## src/rtl/pwm_capture_pkg.sv

```systemverilog
// pwm_capture_pkg: register offsets, STATUS field positions and channel state type.
package pwm_capture_pkg;
    localparam logic [7:0] REG_CTRL        = 8'h00;
    localparam logic [7:0] REG_IRQ_EN      = 8'h04;
    localparam logic [7:0] REG_STATUS      = 8'h08;
    localparam logic [7:0] REG_PERIOD_BASE = 8'h10;
    localparam logic [7:0] REG_HIGH_BASE   = 8'h14;
    localparam int         CH_STRIDE       = 8;
    localparam int VALID_LSB   = 0;
    localparam int OVERRUN_LSB = 8;
    localparam int STUCK_LSB   = 16;
    localparam int LEVEL_LSB   = 24;
    typedef enum logic [1:0] {IDLE, ARM, RUN} ch_state_t;
endpackage

```

## src/rtl/pwm_capture_ch.sv

```systemverilog
// pwm_capture_ch: one capture channel measuring period and high time of a PWM input.
//   i_clk, i_rst      clock, async active-high reset
//   i_en              channel enable
//   i_pwm             asynchronous PWM input
//   o_period, o_high  last coherent measurement pair (cycles)
//   o_meas_stb        one-cycle pulse when a new pair is captured
//   o_stuck_stb       one-cycle pulse when the counter saturates in RUN
//   o_level           synchronised input level
module pwm_capture_ch
    import pwm_capture_pkg::*;
#(
    parameter int CNT_W = 24
) (
    input  logic             i_clk,
    input  logic             i_rst,
    input  logic             i_en,
    input  logic             i_pwm,
    output logic [CNT_W-1:0] o_period,
    output logic [CNT_W-1:0] o_high,
    output logic             o_meas_stb,
    output logic             o_stuck_stb,
    output logic             o_level
);
    localparam logic [CNT_W-1:0] CNT_MAX = '1;
    logic             r_s1, r_s2, r_d, r_fell;
    ch_state_t        r_state;
    logic [CNT_W-1:0] r_cnt, r_hi_lat, r_period, r_high;
    logic             w_rise, w_fall, w_sat, w_run;
    assign w_rise      = r_s2 & ~r_d;
    assign w_fall      = ~r_s2 & r_d;
    assign w_sat       = r_cnt == CNT_MAX;
    assign w_run       = i_en & (r_state == RUN);
    assign o_meas_stb  = w_run & w_rise;
    // A rise in the saturating cycle still yields a valid measurement
    assign o_stuck_stb = w_run & ~w_rise & w_sat;
    assign o_level     = r_s2;
    assign o_period    = r_period;
    assign o_high      = r_high;
    always_ff @(posedge i_clk or posedge i_rst) begin
        if (i_rst) begin
            r_s1     <= 1'b0;
            r_s2     <= 1'b0;
            r_d      <= 1'b0;
            r_fell   <= 1'b0;
            r_state  <= IDLE;
            r_cnt    <= '0;
            r_hi_lat <= '0;
            r_period <= '0;
            r_high   <= '0;
        end else begin
            r_s1 <= i_pwm;
            r_s2 <= r_s1;
            r_d  <= r_s2;
            if (!i_en) begin
                r_state  <= IDLE;
                r_cnt    <= '0;
                r_hi_lat <= '0;
                r_fell   <= 1'b0;
            end else begin
                r_cnt  <= w_rise ? CNT_W'(1) : w_sat ? r_cnt : r_cnt + 1'b1;
                r_fell <= w_rise ? 1'b0 : r_fell | w_fall;
                if (w_fall) r_hi_lat <= r_cnt;
                if (o_meas_stb) begin
                    r_period <= r_cnt;
                    // No fall since the previous rise: the input stayed high all period
                    r_high   <= r_fell ? r_hi_lat : r_cnt;
                end
                r_state <= w_rise ? RUN : (o_stuck_stb || r_state == IDLE) ? ARM : r_state;
            end
        end
    end
endmodule

```

## src/rtl/pwm_capture.sv

```systemverilog
// pwm_capture: multi-channel PWM period/high-time capture with a Wishbone register file.
//   wb_clk_i, wb_rst_i       clock, async active-high reset
//   wbs_*                    Wishbone slave (256-byte window at BASE_ADDR)
//   pwm_in[NUM_CH-1:0]       asynchronous PWM inputs
//   irq                      level interrupt, |(valid & IRQ_EN) registered
module pwm_capture
    import pwm_capture_pkg::*;
#(
    parameter int          NUM_CH    = 4,
    parameter int          CNT_W     = 24,
    parameter logic [31:0] BASE_ADDR = 32'h3000_0000
) (
    input  logic              wb_clk_i,
    input  logic              wb_rst_i,
    input  logic              wbs_stb_i,
    input  logic              wbs_cyc_i,
    input  logic              wbs_we_i,
    input  logic [3:0]        wbs_sel_i,
    input  logic [31:0]       wbs_dat_i,
    input  logic [31:0]       wbs_adr_i,
    output logic              wbs_ack_o,
    output logic [31:0]       wbs_dat_o,
    input  logic [NUM_CH-1:0] pwm_in,
    output logic              irq
);
    logic [NUM_CH-1:0] r_ctrl, r_irq_en, r_valid, r_overrun, r_stuck;
    logic [NUM_CH-1:0] w_meas, w_stuck, w_level;
    logic [NUM_CH-1:0] w_clr_valid, w_clr_overrun, w_clr_stuck;
    logic [CNT_W-1:0]  w_period [NUM_CH];
    logic [CNT_W-1:0]  w_high [NUM_CH];
    logic              r_ack, r_irq, w_hit, w_acc, w_wr, w_wr_status;
    logic [31:0]       r_dat, w_rdata, w_status;
    logic [7:0]        w_off;
    logic              w_unused;
    for (genvar c = 0; c < NUM_CH; c++) begin : g_ch
        pwm_capture_ch #(.CNT_W(CNT_W)) u_ch (
            .i_clk      (wb_clk_i),
            .i_rst      (wb_rst_i),
            .i_en       (r_ctrl[c]),
            .i_pwm      (pwm_in[c]),
            .o_period   (w_period[c]),
            .o_high     (w_high[c]),
            .o_meas_stb (w_meas[c]),
            .o_stuck_stb(w_stuck[c]),
            .o_level    (w_level[c])
        );
    end
    assign w_unused    = ^{wbs_dat_i, wbs_sel_i, wbs_adr_i};
    assign w_hit       = wbs_stb_i & wbs_cyc_i & (wbs_adr_i[31:8] == BASE_ADDR[31:8]);
    // Accept only while ack is low, so acks are separated by at least one idle cycle
    assign w_acc       = w_hit & ~r_ack;
    assign w_wr        = w_acc & wbs_we_i;
    assign w_off       = {wbs_adr_i[7:2], 2'b00};
    assign w_wr_status = w_wr & (w_off == REG_STATUS);
    assign w_clr_valid   = (w_wr_status & wbs_sel_i[0]) ? wbs_dat_i[VALID_LSB +: NUM_CH] : '0;
    assign w_clr_overrun = (w_wr_status & wbs_sel_i[1]) ? wbs_dat_i[OVERRUN_LSB +: NUM_CH] : '0;
    assign w_clr_stuck   = (w_wr_status & wbs_sel_i[2]) ? wbs_dat_i[STUCK_LSB +: NUM_CH] : '0;
    assign wbs_ack_o   = r_ack;
    assign wbs_dat_o   = r_dat;
    assign irq         = r_irq;
    always_comb begin
        w_status = '0;
        w_status[VALID_LSB +: NUM_CH]   = r_valid;
        w_status[OVERRUN_LSB +: NUM_CH] = r_overrun;
        w_status[STUCK_LSB +: NUM_CH]   = r_stuck;
        w_status[LEVEL_LSB +: NUM_CH]   = w_level;
        w_rdata = w_off == REG_CTRL   ? 32'(r_ctrl) :
                  w_off == REG_IRQ_EN ? 32'(r_irq_en) :
                  w_off == REG_STATUS ? w_status : '0;
        for (int i = 0; i < NUM_CH; i++) begin
            if (w_off == REG_PERIOD_BASE + 8'(CH_STRIDE * i)) w_rdata = 32'(w_period[i]);
            if (w_off == REG_HIGH_BASE + 8'(CH_STRIDE * i)) w_rdata = 32'(w_high[i]);
        end
    end
    always_ff @(posedge wb_clk_i or posedge wb_rst_i) begin
        if (wb_rst_i) begin
            r_ack     <= 1'b0;
            r_dat     <= '0;
            r_irq     <= 1'b0;
            r_ctrl    <= '0;
            r_irq_en  <= '0;
            r_valid   <= '0;
            r_overrun <= '0;
            r_stuck   <= '0;
        end else begin
            r_ack <= w_acc;
            r_dat <= w_acc ? w_rdata : '0;
            if (w_wr && w_off == REG_CTRL && wbs_sel_i[0]) r_ctrl <= wbs_dat_i[NUM_CH-1:0];
            if (w_wr && w_off == REG_IRQ_EN && wbs_sel_i[0]) r_irq_en <= wbs_dat_i[NUM_CH-1:0];
            // Hardware set is OR-ed in after the clear so it wins a same-cycle W1C
            r_valid   <= (r_valid & ~w_clr_valid) | w_meas;
            r_overrun <= (r_overrun & ~w_clr_overrun) | (w_meas & r_valid);
            r_stuck   <= (r_stuck & ~w_clr_stuck) | w_stuck;
            r_irq     <= |(r_valid & r_irq_en);
        end
    end
endmodule

```

## config.mk

```make
export PLATFORM = sky130hd
export DESIGN_NAME = pwm_capture
export DESIGN_NICKNAME = d
export VERILOG_FILES = /design/src/rtl/pwm_capture_pkg.sv /design/src/rtl/pwm_capture_ch.sv /design/src/rtl/pwm_capture.sv
export SDC_FILE = /design/constraint.sdc
export NUM_CORES = 1
export LEC_CHECK = 0
export CORE_AREA = 2 2 350 179
export CTS_BUF_LIST = sky130_fd_sc_hd__clkbuf_8
export DETAILED_ROUTE_END_ITERATION = 12
export DIE_AREA = 0 0 352 181
export HOLD_SLACK_MARGIN = 0.06
export SYNTH_ARGS = -nofsm -noshare
export SYNTH_HDL_FRONTEND = slang
export SYNTH_SLANG_ARGS = --single-unit
```

## constraint.sdc

```tcl
create_clock -name wb_clk_i -period 21.7 [get_ports wb_clk_i]
set_input_delay 4.34 -clock wb_clk_i [delete_from_list [all_inputs] [get_ports wb_clk_i]]
set_output_delay 4.34 -clock wb_clk_i [all_outputs]
set_load 0.1 [all_outputs]
```

==> flow_summary.yaml <==
routing:
  wl_met2_microns: 25100
  wirelength_microns: 66500
  top_layer: "met4"
  wl_met1_microns: 32600
  initialDrtViolationCount: 1849
  drc: 0
  wl_met3_microns: 7940
  wl_per_cell_microns: 22.3
  drt_first_pass_iters: 5
  antenna_left: 0
  vias: 16700
  via_per_inst: 5.59
logic_synthesis:
  yosysUniqueCellTypes: 70
  ys_seq_elements: 458
  yosys_warnings: 0
  synth_compound_gate_area_share: 0.158
  synth-simple-area-share: 0.175
  synthMuxAreaShare: 0.0738
  synth_top_family_by_area: "simple AND/OR/NAND/NOR gates"
  synth-seq-area-share: 0.545
  synth-main-ff-cell: "dfrtp_1"
  synth_xor_area_frac: 0.0108
  synth_edf_count: 0
  syn_inst: 2093
  post_synth.cell_area_avg_sq_um: 10.0
  synthAdderAreaFrac: 0.00238
  async_flop_share: 1.00
  netlist_area_sq_um: 21000
global_route:
  track_usage: 0.209
  grt_overflow_total: 0
  grt_pass1_wl_microns: 102000
  antenna_found_initial: 0
  grt_pass1_vias: 16100
  grt_start_max_net_pins: 107
worst_setup_path:
  max_stage_delay_ns: 1.05
  crit_chain: "clkdlybuf4s50_1 > nor4b_1 > nand2b_1 > o311ai_0 > a31oi_1"
  path_class: "input port to register"
  worstSetupStartpointType: "input port"
  end_kind: "register"
  worst-path-max-fanout: 8
  slowest_stage: "nor4b_1"
  crit_arrival_ns: 7.73
  required_ns: 22.12
sta:
  finClkSkew_ns: 0.0284
  rsz0062_at_grt: "no"
  finalSetupTns_ns: 0
  slew_headroom: 0.128
  post-route-period-util: 0.337
  final-hold-violation-count: 0
  setup_violations: 0
  setup_ws_ns: 14.39
  drv_slew: 0
  max_clock_freq_ghz: 0.137
  tightest_slew_ns: 1.29
  period_minus_slack_ns: 7.31
clock_network:
  cts_tree: "done"
  numCtsBuffers: 67
  ctsLongestPathBuffers: 3
  clk-insertion-delay-late_ns: 0.65
  cts_hold_buf: 0
  cts.sinks: 458
  clock_tree.root_cell: "clkbuf_8"
  cts.clk_slew.worst_paths_ns: 0.07
  cts_resized: 0
  post_cts_buffers: 0
  cts_max_level: 3
placed_design:
  pre_cts_ws_ns: 14.02
  gp_congestion: 0.874
  dp_hpwl_microns: 46500
  port_buffers: 83
floorplan:
  rows: 64
  core_sq_um: 60500
  fp.dieH_microns: 181
  die_w_microns: 352
  dieArea_sq_um: 63700
  io_pins: 111
  start_util: 0.348
min_path:
  worstHoldPathType: "register to register"
pwr:
  vdd_ir_drop_max_v: 0.0000348
  powerDensity_nw_per_um2: 67.8
  p_leak_uw: 0.0101
layout:
  layout-drive-gt1-share: 0.0871
  final_nets: 2193
  syn_to_final_growth_pct: 13.0
  final_common_cell: "dfrtp_1"
  final_cell_mix: "dfrtp_1, nand2_1, o21ai_0, mux2i_1, a22o_1"
  antennaDiodeCount: 0
run:
  drv_cap: 0
outcome:
  status: "complete, no violations"
[layout make-up]
type,instances,area [sq um]
sequential,458,11500
multi-input combinational,1459,8860
tap,825,1030
clock buffer,83,1140
inverter,20,82.6
clock inverter,32,171
fill,5914,36700
timing repair buffer,106,993
[flip-flops by register name, summed over array words and instances (netlist names)]
signal              count
g_ch.u_ch.o_high       96
g_ch.u_ch.o_level       4
g_ch.u_ch.o_period     96
g_ch.u_ch.r_cnt        96
g_ch.u_ch.r_d           4
g_ch.u_ch.r_fell        4
g_ch.u_ch.r_hi_lat     96
g_ch.u_ch.r_s1          4
g_ch.u_ch.r_state       8
irq                     1
r_ctrl                  4
r_irq_en                4
r_overrun               4
r_stuck                 4
r_valid                 4
wbs_ack_o               1
wbs_dat_o              28
[worst paths after layout]
| kind | startpoint | end | slack [ns] | cells past startpoint |
|---|---|---|---|---|
| hold / removal | g_ch[1].u_ch.r_s1$_DFF_PP0_ | g_ch[1].u_ch.o_level$_DFF_PP0_ | 0.35 | 0 |
| min in group asynchronous | wb_rst_i | g_ch[2].u_ch.r_d$_DFF_PP0_ | 4.20 | 2 |
| hold reg to reg | g_ch[1].u_ch.r_s1$_DFF_PP0_ | g_ch[1].u_ch.o_level$_DFF_PP0_ | 0.35 | 0 |
| setup / recovery | wbs_adr_i[4] | wbs_dat_o[2]$_DFF_PP0_ | 14.39 | 5 |
| max in group asynchronous | wb_rst_i | g_ch[1].u_ch.r_fell$_DFF_PP0_ | 15.13 | 4 |
| setup reg to reg | g_ch[0].u_ch.r_cnt[11]$_DFFE_PP0P_ | g_ch[0].u_ch.r_cnt[3]$_DFFE_PP0P_ | 18.90 | 6 |
[kinds of logic after synthesis]
family          count (synthesis)
other cells                     1
mux                           149
compound gates                506
xor+xnor                       26
fa+ha+maj                       4
flops                         458
buf+inv                       179
simple gates                  770
[critical path: cells and delay by family]
family / cells / cell delay [ns]
buffers and inverters: 1 / 0.57
AND/OR/NAND/NOR: 2 / 1.45
AO/OA/AOI/OAI: 2 / 1.37
[per-stage QoR]
stage	instance area, sq um	util	power, uW	hold slack, ns	instances
finish	23700	0.393	1610	0.350	2983
global route	23700	0.393	1670	0.358	2983
CTS	23700	0.393	1630	0.351	2983
detailed placement	22400	0.371	922	0.335	2868
global placement	22400	0.371	921	0.332	2868
floorplan	21000	-	900	0.331	2096
[layer usage]
metal / track usage / vias up
met5: 0 / -
met4: 0.0361 / 0
met3: 0.0829 / 82
met2: 0.264 / 705
met1: 0.330 / 8367
li1: - / 7535
[cell usage after synthesis (5+ instances only)]
cell      instances  area share
dfrtp_1         458        0.55
nand2_1         436       0.078
o21ai_0         187       0.045
clkbuf_1        120       0.021
mux2i_1         120       0.057
a22o_1          103       0.043
a21oi_1          93       0.022
nor2_1           67       0.012
nand3_1          43       0.010
nand4_1          38       0.011
or3_1            34       0.010
mux2_2           27       0.014
a31oi_1          23      0.0068
and3_1           23      0.0068
buf_2            20      0.0048
inv_1            20      0.0036
nor4_1           20      0.0060
or4_1            18      0.0064
a222oi_1         17      0.0081
o31ai_1          17      0.0061
and2_1           14      0.0042
nor3_1           13      0.0031
xnor2_1          13      0.0054
xor2_1           13      0.0054
nand2b_1         12      0.0036
nor2b_1          11      0.0033
a22oi_1           9      0.0032
buf_1             8      0.0014
and4_1            7      0.0029
o311ai_0          7      0.0029
a211oi_1          6      0.0021
a221oi_1          6      0.0025
and3b_1           5      0.0021
buf_4             5      0.0018
o211ai_1          5      0.0018
or2_2             5      0.0015
[power breakdown]
part	switching (uW)	leakage, uW	internal [uW]
Clock	349	0.000751	357
Combinational	35.2	0.00297	13.8
Sequential	0.901	0.00637	855
Note: power is estimated with default switching activity, not from simulation.
